`src/rtl/seg_pkg.sv`:
```
// Shared types and constants for the multiplexed display scanner.
package seg_pkg;

  typedef enum logic {
    S_GUARD = 1'b0,
    S_SHOW  = 1'b1
  } state_t;

  localparam logic [7:0] BLANK_CHAR = 8'h20;

endpackage

```
`src/rtl/seg_tick_gen.sv`:
```
// Dwell prescaler: counts while enabled, pulses on the last count, parks at 0 when disabled.
module seg_tick_gen #(
  parameter int TICK_DIV = 50000
) (
  input  logic clk_i,
  input  logic rst_i,
  input  logic en_i,
  output logic tick_o
);

  localparam int CW = $clog2(TICK_DIV);
  localparam logic [CW-1:0] LAST = CW'(TICK_DIV - 1);

  logic [CW-1:0] cnt_reg;

  always_ff @(posedge clk_i) begin
    if (rst_i || !en_i) begin
      cnt_reg <= '0;
    end else if (cnt_reg == LAST) begin
      cnt_reg <= '0;
    end else begin
      cnt_reg <= cnt_reg + CW'(1);
    end
  end

  assign tick_o = en_i && (cnt_reg == LAST);

endmodule

```
`src/rtl/seg_scan_ctrl.sv`:
```
// Multiplexed display scanner with double-buffered character store.
// Shadow writes are committed to the active buffer only at a frame wrap.
module seg_scan_ctrl
  import seg_pkg::*;
#(
  parameter int NUM_DIG   = 4,
  parameter int TICK_DIV  = 50000,
  parameter int GUARD_CYC = 2
) (
  input  logic               clk_i,
  input  logic               rst_i,
  input  logic               wr_valid_i,
  output logic               wr_ready_o,
  input  logic [2:0]         wr_idx_i,
  input  logic [7:0]         wr_char_i,
  input  logic               commit_i,
  output logic               commit_pend_o,
  input  logic               blank_i,
  output logic [7:0]         char_o,
  output logic [NUM_DIG-1:0] an_o,
  output logic               frame_o
);

  localparam int IW = $clog2(NUM_DIG);
  localparam int GW = $clog2(GUARD_CYC + 1);
  localparam logic [IW-1:0] IDX_LAST   = IW'(NUM_DIG - 1);
  localparam logic [GW-1:0] GUARD_LAST = GW'(GUARD_CYC - 1);

  state_t             state_reg;
  logic [IW-1:0]      idx_reg;
  logic [GW-1:0]      guard_reg;
  logic               pend_reg;
  logic               frame_reg;
  logic [NUM_DIG-1:0] an_reg;
  logic [7:0]         char_reg;
  logic [7:0]         shadow_reg [NUM_DIG];
  logic [7:0]         active_reg [NUM_DIG];

  logic tick;
  logic wrap;
  logic wr_fire;
  logic show_en;

  assign show_en = (state_reg == S_SHOW);

  seg_tick_gen #(
    .TICK_DIV(TICK_DIV)
  ) u_tick (
    .clk_i  (clk_i),
    .rst_i  (rst_i),
    .en_i   (show_en),
    .tick_o (tick)
  );

  // tick only fires in S_SHOW, so this marks the last digit's dwell ending
  assign wrap    = tick && (idx_reg == IDX_LAST);
  assign wr_fire = wr_valid_i && !pend_reg;

  always_ff @(posedge clk_i) begin
    if (rst_i) begin
      state_reg <= S_GUARD;
      idx_reg   <= '0;
      guard_reg <= '0;
      frame_reg <= 1'b0;
      an_reg    <= '1;
      char_reg  <= BLANK_CHAR;
    end else begin
      frame_reg <= wrap;
      case (state_reg)
        S_GUARD: begin
          if (guard_reg == GUARD_LAST) begin
            guard_reg <= '0;
            state_reg <= S_SHOW;
          end else begin
            guard_reg <= guard_reg + GW'(1);
          end
        end
        S_SHOW: begin
          if (tick) begin
            state_reg <= S_GUARD;
            idx_reg   <= (idx_reg == IDX_LAST) ? '0 : idx_reg + IW'(1);
          end
        end
        default: state_reg <= S_GUARD;
      endcase
      // Outputs follow the current state/idx, giving a one-cycle lag
      if (state_reg == S_SHOW) begin
        an_reg   <= blank_i ? '1 : ~(NUM_DIG'(1) << idx_reg);
        char_reg <= active_reg[idx_reg];
      end else begin
        an_reg   <= '1;
        char_reg <= BLANK_CHAR;
      end
    end
  end

  always_ff @(posedge clk_i) begin
    if (rst_i) begin
      pend_reg <= 1'b0;
    end else if (wrap && pend_reg) begin
      pend_reg <= 1'b0;
    end else if (commit_i) begin
      pend_reg <= 1'b1;
    end
  end

  // Out-of-range indices match no digit, so such writes are simply dropped
  always_ff @(posedge clk_i) begin
    if (rst_i) begin
      for (int i = 0; i < NUM_DIG; i++) begin
        shadow_reg[i] <= BLANK_CHAR;
        active_reg[i] <= BLANK_CHAR;
      end
    end else begin
      for (int i = 0; i < NUM_DIG; i++) begin
        if (wr_fire && (wr_idx_i == 3'(i))) begin
          shadow_reg[i] <= wr_char_i;
        end
        if (wrap && pend_reg) begin
          active_reg[i] <= shadow_reg[i];
        end
      end
    end
  end

  assign wr_ready_o    = !pend_reg;
  assign commit_pend_o = pend_reg;
  assign an_o          = an_reg;
  assign char_o        = char_reg;
  assign frame_o       = frame_reg;

endmodule
```
`config.mk`:
```
export PLATFORM = sky130hd
export DESIGN_NAME = seg_scan_ctrl
export DESIGN_NICKNAME = d
export VERILOG_FILES = /design/src/rtl/seg_pkg.sv /design/src/rtl/seg_tick_gen.sv /design/src/rtl/seg_scan_ctrl.sv
export SDC_FILE = /design/constraint.sdc
export NUM_CORES = 1
export LEC_CHECK = 0
export ABC_AREA = 1
export CELL_PAD_IN_SITES_DETAIL_PLACEMENT = 0
export CELL_PAD_IN_SITES_GLOBAL_PLACEMENT = 1
export CORE_AREA = 3 3 107 109
export DETAILED_ROUTE_END_ITERATION = 10
export DIE_AREA = 0 0 110 112
export PLACE_DENSITY = 0.72
export REMOVE_ABC_BUFFERS = 1
export SYNTH_ARGS = -nofsm -noshare
export SYNTH_HDL_FRONTEND = slang
export SYNTH_SLANG_ARGS = --single-unit
```
`constraint.sdc`:
```
create_clock -name clk_i -period 3.9 [get_ports clk_i]
set_input_delay 0.585 -clock clk_i [delete_from_list [all_inputs] [get_ports clk_i]]
set_output_delay 0.585 -clock clk_i [all_outputs]
set_load 0.03 [all_outputs]
```
==> impl_metrics.json, run 1 <==
{
  "critical_path_class": "register to output pin",
  "route.detailed.wl_per_inst_um": 12.3,
  "status": "complete, no violations",
  "rsz_0062_raised_after_global_routing": "no",
  "critPathCaptureType": "output pin",
  "global_route_wire_length_before_repair_um": 13000,
  "clockRootBuffer": "sky130_fd_sc_hd__clkbuf_8",
  "cts.sinks": 99,
  "maxUsedRoutingLayer": "met4",
  "cp_cell_sequence": "clkdlybuf4s50_1",
  "initial_antenna_violation_count": 0,
  "ys_seq_area_share_pct": 62.3,
  "cts_tree": "done",
  "antenna_violating_nets_post_route": 0,
  "worstPathArrival_ns": 1.65,
  "dieHeight_um": 112,
  "met2RoutedLength_um": 3760,
  "r2r_end": "active_reg[0][2]$_SDFFCE_PN0P_",
  "met3_length_um": 239,
  "gates_resized_cts_repair": 0,
  "worstSetupStartpointType": "register",
  "hold_viol": 0,
  "power.ir.vdd_worst_uv": 234,
  "cts.hold.buffers_added": 0,
  "cts.clk_slew.worst_paths_ns": 0.10,
  "pre_cts_slack_ns": 1.40,
  "route.final.wire_length_um": 7530,
  "pwr_density_cell_nw_per_um2": 401,
  "core_um2": 10700,
  "final.setup.worst_slack_ns": 1.66,
  "final-max-slew-violation-count": 0,
  "setup.reg_to_reg.worst_slack_ns": 1.72,
  "nFillCells": 1034,
  "antennaDiodeCount": 0,
  "timing.critical_path.buf_inv": 1,
  "average_footprint_of_a_synthesized_cell_um2": 9.74,
  "max-clock-path-buffers": 2,
  "crit_family": "buffers and inverters",
  "yosys.cell_types.count": 27,
  "setup_viol": 0,
  "initial_core_util_pct": 39.3,
  "regToRegStartpoint": "idx_reg[0]$_SDFFE_PP0P_",
  "finalNetCount": 487,
  "port_buf_inserts": 30,
  "placedInstanceArea_um2": 4640,
  "slowest_stage_cell_on_the_critical_path": "sky130_fd_sc_hd__clkdlybuf4s50_1",
  "die_area_um2": 12300,
  "critPathRequiredTime_ns": 3.31,
  "post_cts.repair.setup_buffers": 0,
  "fin_crit_share_pct": 57.3,
  "warnings_synthesis": 0,
  "grt_start_max_net_pins": 34,
  "setup.worst_path.start": "commit_pend_o$_SDFFE_PP0P_",
  "final_instance_area_um2": 4850,
  "via_count_of_the_first_global_routing_pass": 2727,
  "place.detailed.hpwl_um": 5470,
  "multi_input_area_um2": 1260,
  "final_layout_size_suffix_gt1_share_pct": 9.98,
  "postSynthCellCount": 432,
  "leakagePower_nw": 1.79,
  "max_cap_viol_count": 0,
  "tightestPinTransition_ns": 1.20,
  "globalplace.congestion": 0.759,
  "dieWidth_um": 110,
  "largest_stage_delay_worst_path_ns": 0.74,
  "wl_met1_um": 3440,
  "dr.first_iter.drc_count": 214,
  "globalRouteTotalUtil_pct": 13.9,
  "pre_repair_dr_iteration_count": 5,
  "synth-seq-cells": 99,
  "ioPinCount": 31,
  "cp_max_fo": 9,
  "clock_tree.htree_level_count": 3,
  "cp_num_cells": 1,
  "number_of_core_rows": 38,
  "worst_setup_path_end": "commit_pend_o",
  "grt-ovfl-total": 0,
  "timing.clock.skew_ns": 0.00542,
  "post-route-min-period_ns": 2.24,
  "ff_latch_area_um2": 2620,
  "setup_tns_ns": 0,
  "clk_latency_ns": 0.37,
  "syn2layout_area_growth_pct": 15.2,
  "max_slew_margin_pct": 19.8,
  "tritoncts.num_buffers": 9,
  "post_drt_via_cell_ratio": 4.50,
  "worst_hold_slack_after_final_layout_ns": 0.439,
  "num_vias": 2747,
  "max_freq_mhz": 447,
  "post_synth_instance_area_um2": 4210,
  "hp-class": "register to register",
  "remaining_drc_errors": 0,
  "timing.reg2reg.worst_path_depth": 5
}
metal layers:
metal | GRT usage [%] | up-vias
li1 | - | 1441
met1 | 18.0 | 1264
met2 | 22.0 | 36
met3 | 3.83 | 6
met4 | 4.99 | 0
met5 | 0 | -
worst min path at each step:
stage                           endpoint  slack, ns                       from  depth (start not counted)
6_report       guard_reg[1]$_SDFFE_PP0N_       0.44  guard_reg[1]$_SDFFE_PP0N_                          2
5_1_grt        guard_reg[1]$_SDFFE_PP0N_       0.47  guard_reg[1]$_SDFFE_PP0N_                          2
2_1_floorplan  guard_reg[1]$_SDFFE_PP0N_       0.41  guard_reg[1]$_SDFFE_PP0N_                          2
4_1_cts        guard_reg[1]$_SDFFE_PP0N_       0.44  guard_reg[1]$_SDFFE_PP0N_                          2
3_3_place_gp   guard_reg[1]$_SDFFE_PP0N_       0.42  guard_reg[1]$_SDFFE_PP0N_                          2
3_5_place_dp   guard_reg[1]$_SDFFE_PP0N_       0.43  guard_reg[1]$_SDFFE_PP0N_                          2
metrics by stage:
step	cells	util (%)	power, mW
2_1_floorplan	424	-	1.24
3_3_place_gp	595	43.4	1.28
3_5_place_dp	595	43.4	1.28
4_1_cts	611	45.3	1.96
5_1_grt	611	45.3	2.03
6_report	611	45.3	1.94
synth_stat cells (all sizes together):
library cell	n	area, um^2
nor2	123	577
inv	71	267
edfxtp	64	1920
nand2	49	184
dfxtp	35	701
o21ai	20	100
a21oi	16	80.1
nand3	16	110
nor3	10	55.1
buf	5	37.5
ha	5	62.6
nand4	5	31.3
clkbuf	3	11.3
clkinv	2	7.51
nor3b	2	15.0
o211ai	2	15.0
xor2	2	17.5
or2	1	6.26
xnor2	1	8.76
report_power, final:
group / total, mW / internal, mW / switching (mW)
Clock: 0.689 / 0.308 / 0.380
Combinational: 0.0953 / 0.0328 / 0.0625
Sequential: 1.16 / 1.15 / 0.0133
logic make-up (layout without fill, tap and decap cells):
family	after synthesis	after routing	synth area share [%]
simple gates	206	206	23.3
flops	99	99	62.3
buf+inv	81	120	7.67
compound gates	38	38	4.64
fa+ha+maj	5	5	1.49
xor+xnor	3	3	0.625
layout make-up:
type	count	share of cell area (%)
well taps	140	3.61
clock inverters	7	1.65
flip-flops and latches	99	54.1
clock buffers	9	2.56
inverters	73	5.65
repair buffers	31	6.35
multi-input cells	252	26.1
layout by cell type (no fill, tap or decap):
cell type and n:
sky130_fd_sc_hd__a21oi_1 16, sky130_fd_sc_hd__nand3_1 13, sky130_fd_sc_hd__inv_8 1, sky130_fd_sc_hd__buf_4 1, sky130_fd_sc_hd__nor3_1 9, sky130_fd_sc_hd__o211ai_1 2, sky130_fd_sc_hd__nand4_1 5, sky130_fd_sc_hd__nand3_2 1
sky130_fd_sc_hd__or2_2 1, sky130_fd_sc_hd__clkinv_1 3, sky130_fd_sc_hd__ha_1 5, sky130_fd_sc_hd__edfxtp_1 64, sky130_fd_sc_hd__nor2_1 99, sky130_fd_sc_hd__o21ai_1 1, sky130_fd_sc_hd__nand3_4 2, sky130_fd_sc_hd__o21ai_0 19
sky130_fd_sc_hd__nor2_2 13, sky130_fd_sc_hd__clkdlybuf4s50_1 30, sky130_fd_sc_hd__nor2_4 11, sky130_fd_sc_hd__nor3_2 1, sky130_fd_sc_hd__xor2_1 2, sky130_fd_sc_hd__bufinv_16 1, sky130_fd_sc_hd__nand2_1 49, sky130_fd_sc_hd__xnor2_1 1
sky130_fd_sc_hd__inv_2 2, sky130_fd_sc_hd__dfxtp_1 35, sky130_fd_sc_hd__inv_6 4, sky130_fd_sc_hd__inv_1 69, sky130_fd_sc_hd__clkbuf_8 9, sky130_fd_sc_hd__nor3b_1 2
Power figures use the tool's default switching activity.
==> run 2: changes to the inputs <==
==> constraint.sdc (replaced) <==
create_clock -name clk_i -period 2.3 [get_ports clk_i]
set_input_delay 0.345 -clock clk_i [delete_from_list [all_inputs] [get_ports clk_i]]
set_output_delay 0.345 -clock clk_i [all_outputs]
set_load 0.03 [all_outputs]
==> run 2 against run 1 <==
Clock power up 80%; die area did not move; total power is 74% higher; sequential share of layout area shrank 1.0 points; routed wire length is 0.11% higher; sequential power up 70%; flip-flop and latch count stayed put; final cell count up 1.3%; hold slack got worse by 0.0091 ns; critical path type unchanged; critical endpoint unchanged.
==> impl_metrics.json, run 2 (same netlist as run 1, synthesis figures left out) <==
{
  "setup_tns_ns": 0,
  "max_cap_viol_count": 0,
  "dieHeight_um": 112,
  "globalRouteTotalUtil_pct": 13.6,
  "crit_family": "buffers and inverters",
  "met2RoutedLength_um": 3680,
  "critPathRequiredTime_ns": 1.96,
  "whs_endpoint": "guard_reg[1]$_SDFFE_PP0N_",
  "initial_antenna_violation_count": 0,
  "via_count_of_the_first_global_routing_pass": 2735,
  "post_drt_via_cell_ratio": 4.53,
  "grt_start_max_net_pins": 34,
  "die_area_um2": 12300,
  "dr.first_iter.drc_count": 154,
  "placedInstanceArea_um2": 4710,
  "rsz_0062_raised_after_global_routing": "no",
  "post_cts.repair.setup_buffers": 0,
  "cts.clk_slew.worst_paths_ns": 0.09,
  "wl_met1_um": 3400,
  "syn2layout_area_growth_pct": 17.4,
  "clock_tree.htree_level_count": 3,
  "setup.reg_to_reg.worst_slack_ns": 0.49,
  "grt-ovfl-total": 0,
  "cts_tree": "done",
  "r2r_end": "active_reg[0][1]$_SDFFCE_PN0P_",
  "worstPathArrival_ns": 1.63,
  "place.detailed.hpwl_um": 5790,
  "ioPinCount": 31,
  "number_of_core_rows": 38,
  "initial_core_util_pct": 39.3,
  "met3_length_um": 346,
  "core_um2": 10700,
  "status": "complete, no violations",
  "gates_resized_cts_repair": 0,
  "final_common_cell": "sky130_fd_sc_hd__nor2_1",
  "largest_stage_delay_worst_path_ns": 0.74,
  "pwr_density_cell_nw_per_um2": 683,
  "route.detailed.wl_per_inst_um": 12.2,
  "max-clock-path-buffers": 2,
  "clk_latency_ns": 0.37,
  "final-max-slew-violation-count": 0,
  "critPathCaptureType": "output pin",
  "hp-class": "register to register",
  "finalNetCount": 495,
  "maxUsedRoutingLayer": "met4",
  "globalplace.congestion": 0.798,
  "cp_max_fo": 9,
  "layout.cells.most_common_list": "sky130_fd_sc_hd__nor2_1 (99), sky130_fd_sc_hd__inv_1 (69), sky130_fd_sc_hd__edfxtp_1 (64)",
  "cp_cell_sequence": "clkdlybuf4s50_1",
  "finalPower_mw": 3.37,
  "cts.hold.buffers_added": 0,
  "timing.critical_path.buf_inv": 1,
  "global_route_wire_length_before_repair_um": 13000,
  "post-place-cells": 603,
  "route.final.wire_length_um": 7540,
  "cts.sinks": 99,
  "timing.reg2reg.worst_path_depth": 8,
  "worst_hold_path.num_cells": 2,
  "port_buf_inserts": 30,
  "remaining_drc_errors": 0,
  "regToRegStartpoint": "u_tick.cnt_reg[0]$_SDFF_PP0_",
  "num_vias": 2801,
  "dieWidth_um": 110,
  "hold_viol": 0,
  "pre_repair_dr_iteration_count": 4,
  "max_slew_margin_pct": 65.1,
  "leakagePower_nw": 1.84,
  "antennaDiodeCount": 0,
  "setup_viol": 0,
  "timing.clock.skew_ns": 0.00858,
  "final_cells": 619,
  "antenna_violating_nets_post_route": 0,
  "max_freq_mhz": 506,
  "slowest_stage_cell_on_the_critical_path": "sky130_fd_sc_hd__clkdlybuf4s50_1",
  "tritoncts.num_buffers": 9,
  "tightestPinTransition_ns": 0.520,
  "worstSetupStartpointType": "register",
  "critical_path_class": "register to output pin",
  "fin_crit_share_pct": 86.0,
  "power.ir.vdd_worst_uv": 347,
  "final_layout_size_suffix_gt1_share_pct": 11.5,
  "worst_hold_path_startpoint": "guard_reg[1]$_SDFFE_PP0N_",
  "final_instance_area_um2": 4940,
  "clockRootBuffer": "sky130_fd_sc_hd__clkbuf_8",
  "post-route-min-period_ns": 1.98
}
-- run 2: report_power, final --
group	switching (mW)	total, mW	internal (mW)	leakage, nW
registers	0.0241	1.97	1.94	0.899
logic	0.105	0.167	0.0617	0.824
clock network	0.609	1.24	0.628	0.113
-- run 2: cell type report --
| class | count | area [um^2] |
|---|---|---|
| tap | 140 | 175 |
| timing repair buffer | 39 | 380 |
| clock buffer | 10 | 128 |
| multi-input combinational | 252 | 1260 |
| inverter | 73 | 274 |
| clock inverter | 6 | 97.6 |
| sequential | 99 | 2620 |
| fill | 1051 | 5760 |
-- run 2: how the worst max path moves through the flow --
stage | slack, ns | to | start | cells after the start
after global placement | 0.44 | shadow_reg[3][3]$_SDFFCE_PN0P_ | rst_i | 4
after detailed placement | 0.41 | shadow_reg[3][3]$_SDFFCE_PN0P_ | rst_i | 4
after global routing | 0.24 | commit_pend_o | commit_pend_o$_SDFFE_PP0P_ | 1
final | 0.32 | commit_pend_o | commit_pend_o$_SDFFE_PP0P_ | 1
after CTS | 0.29 | commit_pend_o | commit_pend_o$_SDFFE_PP0P_ | 1
after floorplan | 0.23 | active_reg[0][0]$_SDFFCE_PN0P_ | idx_reg[0]$_SDFFE_PP0P_ | 3
-- run 2: stage by stage --
step | hold slack [ns] | utilization (%) | setup slack (ns)
2_1_floorplan | 0.405 | - | 0.234
3_3_place_gp | 0.417 | 44.1 | 0.437
3_5_place_dp | 0.417 | 44.1 | 0.413
4_1_cts | 0.431 | 46.2 | 0.288
5_1_grt | 0.439 | 46.2 | 0.244
6_report | 0.430 | 46.2 | 0.323
-- run 2: metal layers --
metal,vias up,global-route usage (%)
li1,1457,-
met1,1275,17.1
met2,60,21.6
met3,9,4.75
met4,0,4.74
met5,-,0
